$ cat src/rtl/game_pkg.sv
// Shared game encodings and board geometry.
// Used by the barrel launcher, barrel movers and renderer.
package game_pkg;

   localparam int BOTTOM_BOARD = 461;
   localparam int LEFT_BOARD   = 5;
   localparam int BARREL_H     = 24;

   typedef enum logic [1:0] {
      B_INITIAL = 2'b00,
      B_ROLLING = 2'b01,
      B_FALLING = 2'b10
   } barrel_st_t;

   typedef enum logic [1:0] {
      DK_IDLE  = 2'b00,
      DK_GRAB  = 2'b01,
      DK_THROW = 2'b10
   } dk_st_t;

endpackage

$ cat src/rtl/barrel_launcher_if.sv
// Launcher <-> barrel slots bus: packed positions/states in,
// per-slot start and retire pulses out.
interface barrel_launcher_if #(
   parameter int N = 4
);
   logic [10*N-1:0] barrel_x;
   logic [9*N-1:0]  barrel_y;
   logic [2*N-1:0]  barrel_state;
   logic [N-1:0]    barrel_start;
   logic [N-1:0]    barrel_rst;

   modport master (
      input  barrel_x,
      input  barrel_y,
      input  barrel_state,
      output barrel_start,
      output barrel_rst
   );

   modport slave (
      output barrel_x,
      output barrel_y,
      output barrel_state,
      input  barrel_start,
      input  barrel_rst
   );
endinterface

$ cat src/rtl/barrel_slot_picker.sv
// Round-robin free-slot picker: free mask + ptr -> found, idx.
// Rotates by ptr, takes the lowest set bit, then unrotates.
module barrel_slot_picker #(
   parameter int N  = 4,
   parameter int PW = (N > 1) ? $clog2(N) : 1
) (
   input  logic [N-1:0]  free,
   input  logic [PW-1:0] ptr,
   output logic          found,
   output logic [PW-1:0] idx
);

   logic [N-1:0] rot;
   int           off;

   always_comb begin
      rot   = '0;
      found = 1'b0;
      off   = 0;
      for (int j = 0; j < N; j++)
         rot[j] = free[(j + int'(ptr)) % N];
      for (int j = N - 1; j >= 0; j--) begin
         if (rot[j]) begin
            found = 1'b1;
            off   = j;
         end
      end
      idx = PW'((off + int'(ptr)) % N);
   end

endmodule

$ cat src/rtl/barrel_launcher.sv
// DK throw sequencer: times IDLE/GRAB/THROW, fires one start pulse
// per throw into a round-robin free slot and retires exited barrels.
// Ports: clk, rst (sync, active high), game_active, over,
// bus (barrel x/y/state in, start/rst out), dk_state, live_count.
module barrel_launcher
   import game_pkg::*;
#(
   parameter int         N_BARRELS       = 4,
   parameter int         LAUNCH_INTERVAL = 120,
   parameter int         GRAB_TICKS      = 16,
   parameter int         THROW_TICKS     = 16,
   parameter logic [9:0] RETIRE_X        = 10'(LEFT_BOARD),
   parameter logic [8:0] RETIRE_Y        = 9'(BOTTOM_BOARD - BARREL_H)
) (
   input  logic              clk,
   input  logic              rst,
   input  logic              game_active,
   input  logic              over,
   barrel_launcher_if.master bus,
   output logic [1:0]        dk_state,
   output logic [3:0]        live_count
);

   localparam int N   = N_BARRELS;
   localparam int PW  = (N > 1) ? $clog2(N) : 1;
   localparam int M1  = (LAUNCH_INTERVAL > GRAB_TICKS)
                        ? LAUNCH_INTERVAL : GRAB_TICKS;
   localparam int CM  = (M1 > THROW_TICKS) ? M1 : THROW_TICKS;
   localparam int CW  = $clog2(CM);

   dk_st_t          st, st_n;
   logic [CW-1:0]   cnt, cnt_n;
   logic [PW-1:0]   sel, sel_n;
   logic [PW-1:0]   ptr, ptr_n;
   logic [N-1:0]    start_n;
   logic [N-1:0]    retire_now;
   logic [N-1:0]    free;
   logic            found;
   logic [PW-1:0]   idx;
   logic [3:0]      lc_n;
   logic            abort;

   assign abort    = over | ~game_active;
   assign dk_state = st;

   // A slot is free only if empty and not in any retire phase.
   always_comb begin
      retire_now = '0;
      free       = '0;
      lc_n       = '0;
      for (int i = 0; i < N; i++) begin
         retire_now[i] = (bus.barrel_state[2*i +: 2] != B_INITIAL)
                       && (bus.barrel_y[9*i +: 9] >= RETIRE_Y)
                       && (bus.barrel_x[10*i +: 10] <= RETIRE_X);
         free[i] = (bus.barrel_state[2*i +: 2] == B_INITIAL)
                 && !bus.barrel_rst[i] && !retire_now[i];
         lc_n = lc_n
              + {3'b000, bus.barrel_state[2*i +: 2] != B_INITIAL};
      end
   end

   barrel_slot_picker #(
      .N  (N),
      .PW (PW)
   ) u_picker (
      .free  (free),
      .ptr   (ptr),
      .found (found),
      .idx   (idx)
   );

   always_comb begin
      st_n    = st;
      cnt_n   = cnt;
      sel_n   = sel;
      ptr_n   = ptr;
      start_n = '0;
      if (abort) begin
         st_n  = DK_IDLE;
         cnt_n = '0;
      end else begin
         unique case (st)
            DK_IDLE: begin
               // Saturate and wait here until some slot frees up.
               if (cnt == CW'(LAUNCH_INTERVAL - 1)) begin
                  if (found) begin
                     sel_n = idx;
                     cnt_n = '0;
                     st_n  = DK_GRAB;
                  end
               end else begin
                  cnt_n = cnt + CW'(1);
               end
            end
            DK_GRAB: begin
               if (cnt == CW'(GRAB_TICKS - 1)) begin
                  // A slot taken meanwhile gives an empty throw.
                  start_n[sel] = free[sel];
                  ptr_n = (sel == PW'(N - 1)) ? '0 : sel + PW'(1);
                  cnt_n = '0;
                  st_n  = DK_THROW;
               end else begin
                  cnt_n = cnt + CW'(1);
               end
            end
            DK_THROW: begin
               if (cnt == CW'(THROW_TICKS - 1)) begin
                  cnt_n = '0;
                  st_n  = DK_IDLE;
               end else begin
                  cnt_n = cnt + CW'(1);
               end
            end
            default: begin
               cnt_n = '0;
               st_n  = DK_IDLE;
            end
         endcase
      end
   end

   always_ff @(posedge clk) begin
      if (rst) begin
         st               <= DK_IDLE;
         cnt              <= '0;
         sel              <= '0;
         ptr              <= '0;
         bus.barrel_start <= '0;
         bus.barrel_rst   <= '0;
         live_count       <= '0;
      end else begin
         st               <= st_n;
         cnt              <= cnt_n;
         sel              <= sel_n;
         ptr              <= ptr_n;
         bus.barrel_start <= start_n;
         bus.barrel_rst   <= retire_now;
         live_count       <= lc_n;
      end
   end

endmodule

$ cat src/flat_wrapper.sv
// flat-port wrapper written by rule: the top's interface ports become plain ports
module barrel_launcher_flat import game_pkg::*;
#(
   parameter int         N_BARRELS       = 4,
   parameter int         LAUNCH_INTERVAL = 120,
   parameter int         GRAB_TICKS      = 16,
   parameter int         THROW_TICKS     = 16,
   parameter logic [9:0] RETIRE_X        = 10'(LEFT_BOARD),
   parameter logic [8:0] RETIRE_Y        = 9'(BOTTOM_BOARD - BARREL_H)
)
  (clk, rst, game_active, over, dk_state, live_count, bus_barrel_x, bus_barrel_y, bus_barrel_state, bus_barrel_start, bus_barrel_rst);
  barrel_launcher_if #(.N(4)) bus_i ();
  input  logic clk;
  input  logic rst;
  input  logic game_active;
  input  logic over;
  output logic [1:0] dk_state;
  output logic [3:0] live_count;
  input wire logic [$bits(bus_i.barrel_x)-1:0] bus_barrel_x;
  input wire logic [$bits(bus_i.barrel_y)-1:0] bus_barrel_y;
  input wire logic [$bits(bus_i.barrel_state)-1:0] bus_barrel_state;
  output wire logic [$bits(bus_i.barrel_start)-1:0] bus_barrel_start;
  output wire logic [$bits(bus_i.barrel_rst)-1:0] bus_barrel_rst;
  assign bus_i.barrel_x = bus_barrel_x;
  assign bus_i.barrel_y = bus_barrel_y;
  assign bus_i.barrel_state = bus_barrel_state;
  assign bus_barrel_start = bus_i.barrel_start;
  assign bus_barrel_rst = bus_i.barrel_rst;
  barrel_launcher #(.N_BARRELS(N_BARRELS), .LAUNCH_INTERVAL(LAUNCH_INTERVAL), .GRAB_TICKS(GRAB_TICKS), .THROW_TICKS(THROW_TICKS), .RETIRE_X(RETIRE_X), .RETIRE_Y(RETIRE_Y)) u_core (.clk(clk), .rst(rst), .game_active(game_active), .over(over), .bus(bus_i), .dk_state(dk_state), .live_count(live_count));
endmodule
$ cat config.mk
export PLATFORM = sky130hd
export DESIGN_NAME = barrel_launcher_flat
export DESIGN_NICKNAME = d
export VERILOG_FILES = /design/src/rtl/game_pkg.sv /design/src/rtl/barrel_launcher_if.sv /design/src/rtl/barrel_slot_picker.sv /design/src/rtl/barrel_launcher.sv /design/src/flat_wrapper.sv
export SDC_FILE = /design/constraint.sdc
export NUM_CORES = 1
export LEC_CHECK = 0
export CAP_MARGIN = 20
export CORE_ASPECT_RATIO = 0.75
export CORE_MARGIN = 4
export CORE_UTILIZATION = 26
export DETAILED_ROUTE_END_ITERATION = 12
export HOLD_SLACK_MARGIN = 0.12
export PLACE_DENSITY = 0.61
export SYNTH_ARGS = -nofsm -noshare
export SYNTH_HDL_FRONTEND = slang
export SYNTH_SLANG_ARGS = --single-unit
$ cat constraint.sdc
create_clock -name clk -period 1.9 [get_ports clk]
set_input_delay 0.285 -clock clk [delete_from_list [all_inputs] [get_ports clk]]
set_output_delay 0.285 -clock clk [all_outputs]
set_load 0.005 [all_outputs]
## After elaboration in Yosys (flattened, before gate mapping)

Cells that the tools add are included.

- Logic and storage cells: 125
- Bits in registers: 25

- Bitwise gates (word level): 9
- Add/sub/neg operators: 9
- Reductions and logical operators: 43
- $lt $le $gt $ge: 14
- Multiplexer cells: 33
- Equal/unequal tests: 10

Operators by type and width:

| cell | count |
|---|---|
| less-or-equal comparator 10 x 3 -> 1 bit, second input constant | 4 |
| >= comparator 9 bit, second input constant | 4 |
| 2-to-1 mux 7 bit | 3 |
| 2-to-1 mux 2 bit | 9 |
| logical AND 1 bit | 17 |
| case mux 7 bit (2 select lines) | 1 |
| 2-to-1 mux 1 bit | 13 |
| less-than comparator 3 x 4 -> 1 bit, second input constant | 3 |
| binary-select mux 1 bit (select 2 bit) | 5 |
| zero test 2 bit | 5 |
| OR reduction 2 bit | 5 |
| adder 4 x 1 -> 4 bit | 2 |
| zero test 1 bit | 8 |
| != test 2 x 1 -> 1 bit, second input constant | 4 |
| AND reduction 4 bit | 2 |
| nonzero test 2 bit | 4 |
| adder 7 x 1 -> 7 bit, second input constant | 1 |
| equality test 7 x 4 -> 1 bit, second input constant | 1 |
| equality test 7 bit, second input constant | 1 |
| less-than comparator 2 x 3 -> 1 bit, second input constant | 2 |
| case mux 2 bit (3 select lines) | 1 |
| adder 2 bit, first input constant | 2 |
| AND 4 bit | 1 |
| equality test 2 bit, second input constant | 2 |
| 13 further kinds | 18 |

## Logic depth before layout (Yosys ltp)

- Depth after elaboration: 15
- Mapped depth: 10
- Mapped depth without buffers: 9

## Modules after synthesis

Synthesis repeated with hierarchy kept, for this count alone.

- Cells, all modules: 181
- Area total of the unflattened synthesis: 1606.5 µm²

Modules (own cells, without submodules):

| module | times used | cells an instance | area each (µm²) |
|---|---|---|---|
| barrel_launcher | 1 | 156 | 1440.1 |
| barrel_slot_picker | 1 | 25 | 166.4 |

## Worst setup path before layout

OpenSTA, ideal clock, no wires.

- Path type: input port to flip-flop
- Start: in bus_barrel_state[7]
- End: reg u_core.sel[1]
- Arrival time: 1.847 ns
- Stages on the path: 8
- Required time: 1.767 ns
- Slack: -0.081 ns
- Cell sequence: or3_4 > buf_6 > o311a_2 > o211ai_1 > ha_1 > xnor2_1 > nand4_1 > nor4b_2

- Word-level cells in the longest chain between the ends: 13
- Elaborated cells between the ends (all ways): 28

Ends and longest elaborated chain:

| item | RTL line | source |
|---|---|---|
| start, declared | flat_wrapper.sv:21 | `input wire logic [$bits(bus_i.barrel_state)-1:0] bus_barrel_state;` |
| nonzero test 2 bit | barrel_launcher.sv:52 | `retire_now[i] = (bus.barrel_state[2*i +: 2] != B_INITIAL)` |
| logical AND 1 bit | barrel_launcher.sv:53 | `&& (bus.barrel_y[9*i +: 9] >= RETIRE_Y)` |
| logical AND 1 bit | barrel_launcher.sv:54 | `&& (bus.barrel_x[10*i +: 10] <= RETIRE_X);` |
| zero test 1 bit | barrel_launcher.sv:56 | `&& !bus.barrel_rst[i] && !retire_now[i];` |
| logical AND 1 bit (*) | barrel_launcher.sv:56 |  |
| binary-select mux 1 bit (select 2 bit) | barrel_slot_picker.sv:21 | `rot[j] = free[(j + int'(ptr)) % N];` |
| 2-to-1 mux 1 bit (implied by the code) (2 in a row) | barrel_slot_picker.sv:21 |  |
| 2-to-1 mux 2 bit / 2-to-1 mux 1 bit (equally long branches) (4 in a row) | barrel_slot_picker.sv:23 | `if (rot[j]) begin` |
| adder 2 bit / AND reduction 4 bit (equally long branches) | n/a |  |
| end signal, assigned | barrel_launcher.sv:134 | `sel <= sel_n;` |
| end, declared | barrel_launcher.sv:33 | `logic [PW-1:0] sel, sel_n;` |

Mark *: on every way between the ends. The rest lies on a longest branch, timed or not. The select of a mux whose other input is x is not followed.
A chain may end at the register's enable or synchronous reset.

## Final worst setup path

- Start: reg u_core.bus.barrel_rst[3]
- End: reg u_core.sel[1]

- Word-level cells in the longest chain between the ends: 11
- Elaborated cells between the ends (all ways): 24

Ends and longest elaborated chain:

| item | RTL line | source |
|---|---|---|
| start, declared | barrel_launcher_if.sv:17 | `output barrel_rst` |
| start signal, assigned | barrel_launcher.sv:137 | `bus.barrel_rst <= retire_now;` |
| zero test 1 bit (*) | barrel_launcher.sv:56 |  |
| logical AND 1 bit (*) (2 in a row) | barrel_launcher.sv:56 |  |
| binary-select mux 1 bit (select 2 bit) | barrel_slot_picker.sv:21 |  |
| 2-to-1 mux 1 bit (implied by the code) (2 in a row) | barrel_slot_picker.sv:21 |  |
| 2-to-1 mux 2 bit / 2-to-1 mux 1 bit (equally long branches) (4 in a row) | barrel_slot_picker.sv:23 |  |
| adder 2 bit / AND reduction 4 bit (equally long branches) | n/a |  |

Marked as above.

==> key figures <==
Outcome
  • Status: finished, final reports clean

Min path
  • Worst min path class: reg2reg

Yosys
  • Synthesized area: 1610 µm²
  • Post-synthesis register bit count: 24
  • Dominant cells by area after synthesis: dfxtp_1, ha_1, nand2_1
  • Most used DFF post-synth: dfxtp_1
  • Area share of the largest cell type after synthesis: 0.299
  • Sequential fraction of the synthesis area: 0.299
  • Number of synthesized flops with an enable pin: 0
  • Asr flop ratio synth: 0
  • Avg Inst Size Synth: 8.60 µm²
  • Synth warn: 0
  • Synth Instances: 187
  • Netlist cell types: 49
  • Syn nets: 289
  • Largest area contributor in the netlist: dfxtp_1

Detailed routing
  • Starting DRC count in detailed routing: 49
  • Vias per Instance: 4.67
  • Wire per inst: 13.3 µm
  • Via Count: 1771
  • Final wirelength: 5030 µm
  • Drc violations: 0
  • 1st-pass router iterations: 4
  • Antenna Nets Post-Route: 0

STA
  • Final worst slack: 0.00271 ns
  • Setup_tns: 0 ns
  • Final worst path period share: 0.999
  • Fin. max-slew vios: 0
  • RSZ-0062 raised after global routing: yes
  • Worst Skew: 0.00177 ns
  • Max Clock Freq: 527 MHz
  • Post-layout min period: 1.90 ns
  • Final Hold Vio Count: 0
  • Final setup fails: 0

Pwr
  • Clk pwr share: 0.356
  • Sw frac: 0.208
  • Design Power: 1290 µW
  • Pint: 1020 µW
  • Power density over the cells: 436 nW/µm²
  • Leak: 0.00109 µW
  • Comb power frac: 0.245
  • Flop pwr share: 0.399
  • NetSw: 267 µW
  • Maximum VDD drop: 0.257 mV

Setup path
  • Critical path fanouts, max: 4
  • Req. time, crit path: 2.07 ns
  • Critical Path Start Type: register
  • Kind of critical path: reg2reg
  • Endpoint class of the critical path: register
  • Crit path DAT: 2.06 ns

Layout
  • N_diodes: 0
  • Nets: 404
  • Commonest non-fill, non-tap cell in the layout: clkdlybuf4s50_1
  • Most frequent cells in the layout: clkdlybuf4s50_1, dfxtp_1, buf_4, nand2_1, ha_1
  • Post-Layout Inst Area: 2950 µm²
  • Fill cells: 554
  • Post-Route Utilization: 0.498
  • Area growth from synthesis to layout: 83.3%
  • Share of cells above drive strength 1: 0.179

Place
  • Pre-CTS setup slack: -0.552 ns
  • Port bufs: 96
  • Placer Congestion: 0.847
  • Detailed placement HPWL: 4330 µm
  • Cell Area, Placed: 2790 µm²

GRT
  • Largest net degree at the start of global routing: 15
  • Grt total ovfl: 0
  • Initial antenna violation count: 0
  • Number of global-route vias before repair: 1812
  • First-pass GRT wire length: 8310 µm
  • GRT Total Usage: 0.133

Clock tree
  • Clock Sinks: 24
  • H-tree depth: 1
  • CTS tree: done
  • CTS Root Cell: clkbuf_8
  • Clock insertion delay at the later pin of the skew report: 0.27 ns
  • CTS Buf Count: 3
  • Reg clk slew, reported paths: 0.09 ns
  • Clk buf depth: 2

Floorplanning
  • Core area: 5920 µm²
  • Chip width: 98.8 µm
  • Die Y: 76.1 µm
  • Initial Utilization: 0.272
  • # rows: 24
  • I/O Pins: 102
  • DIE AREA: 7520 µm²

Run
  • Maxcap violations: 0
registers in the layout, indices dropped and copies added (netlist names):
signal / cells
u_core.cnt: 7
u_core.bus.barrel_rst: 4
u_core.bus.barrel_start: 4
u_core.live_count: 3
u_core.dk_state: 2
u_core.ptr: 2
u_core.sel: 2
critical path, cell delays in order, from the launching register on:
cell	delay [ns]
dfxtp_2	0.33
or3_4	0.36
buf_4	0.15
buf_4	0.14
a2111oi_2	0.34
o21ai_1	0.15
a211oi_2	0.26
nor4b_2	0.07
routing by layer:
layer / global-route usage / part of all wire / up-vias
li1: - / - / 914
met1: 0.180 / 0.45 / 799
met2: 0.217 / 0.47 / 56
met3: 0.0339 / 0.070 / 2
met4: 0.0191 / 0.0054 / 0
met5: 0 / 0 / -
cell type report:
type / count / area (µm²) / share of cell area
clock buffers: 3 / 41.3 / 0.0140
multi-input cells: 149 / 1150 / 0.390
clock inverters: 1 / 30.0 / 0.0102
well taps: 78 / 97.6 / 0.0331
repair buffers: 118 / 1120 / 0.381
inverters: 6 / 22.5 / 0.00764
flip-flops and latches: 24 / 482 / 0.163
worst paths after layout:
check / start / end / slack, ns / cells after the start
setup / recovery: u_core.bus.barrel_rst[3] / u_core.sel[1] / 0.003 / 7
hold / removal: u_core.cnt[1] / u_core.cnt[1] / 0.48 / 2
setup reg to reg: u_core.bus.barrel_rst[3] / u_core.sel[1] / 0.003 / 7
hold reg to reg: u_core.cnt[1] / u_core.cnt[1] / 0.48 / 2
power by group through the flow:
stage               clock [µW]  sequential (µW)  combinational, µW
floorplan                    0              526               81.3
global placement             0              525                298
detailed placement           0              525                306
CTS                        465              513                313
global route               485              514                343
finish                     457              513                315
cells in the mapped netlist, types with 2 or more instances:
| master | n |
|---|---|
| a31oi_1 | 5 |
| o21ai_1 | 2 |
| o21ai_0 | 7 |
| or2_2 | 5 |
| nor2b_1 | 4 |
| inv_1 | 6 |
| nor2_1 | 9 |
| nand3_1 | 8 |
| and3_1 | 2 |
| xor2_1 | 2 |
| nand2b_1 | 5 |
| buf_2 | 2 |
| nand4_1 | 3 |
| nor4_1 | 4 |
| clkbuf_1 | 2 |
| buf_6 | 2 |
| a2111oi_0 | 4 |
| a21oi_1 | 10 |
| dfxtp_1 | 24 |
| nor3_1 | 4 |
| or3_1 | 6 |
| nand3b_1 | 5 |
| a2111oi_2 | 2 |
| xnor2_1 | 4 |
| ha_1 | 13 |
| a211oi_1 | 3 |
| nor4b_1 | 4 |
| nand2_1 | 15 |
| and2_1 | 5 |
cells by family after synthesis:
logic type / count (synthesis) / share of synthesized area
AO/OA/AOI/OAI: 42 / 0.181
adder cells (fa/ha/maj): 14 / 0.114
XOR/XNOR: 6 / 0.0327
other: 1 / 0.00233
flip-flops: 24 / 0.299
buffers and inverters: 14 / 0.0459
AND/OR/NAND/NOR: 84 / 0.305
multiplexers: 2 / 0.0202
repair_timing:
| item | in CTS | in global routing |
|---|---|---|
| resized for setup | 17 | 8 |
| pin swaps | 8 | 6 |
| hold buffers | 0 | 0 |
| setup endpoints to repair | 8 | 8 |
| gates cloned | 0 | 0 |
| setup buffers | 1 | 0 |
metrics by stage:
| step | std cells | hold WS (ns) |
|---|---|---|
| 2_1_floorplan | 187 | 0.397 |
| 3_3_place_gp | 374 | 0.462 |
| 3_5_place_dp | 374 | 0.465 |
| 4_1_cts | 379 | 0.478 |
| 5_1_grt | 379 | 0.509 |
| 6_report | 379 | 0.479 |
Note: power is estimated with default switching activity, not from simulation.
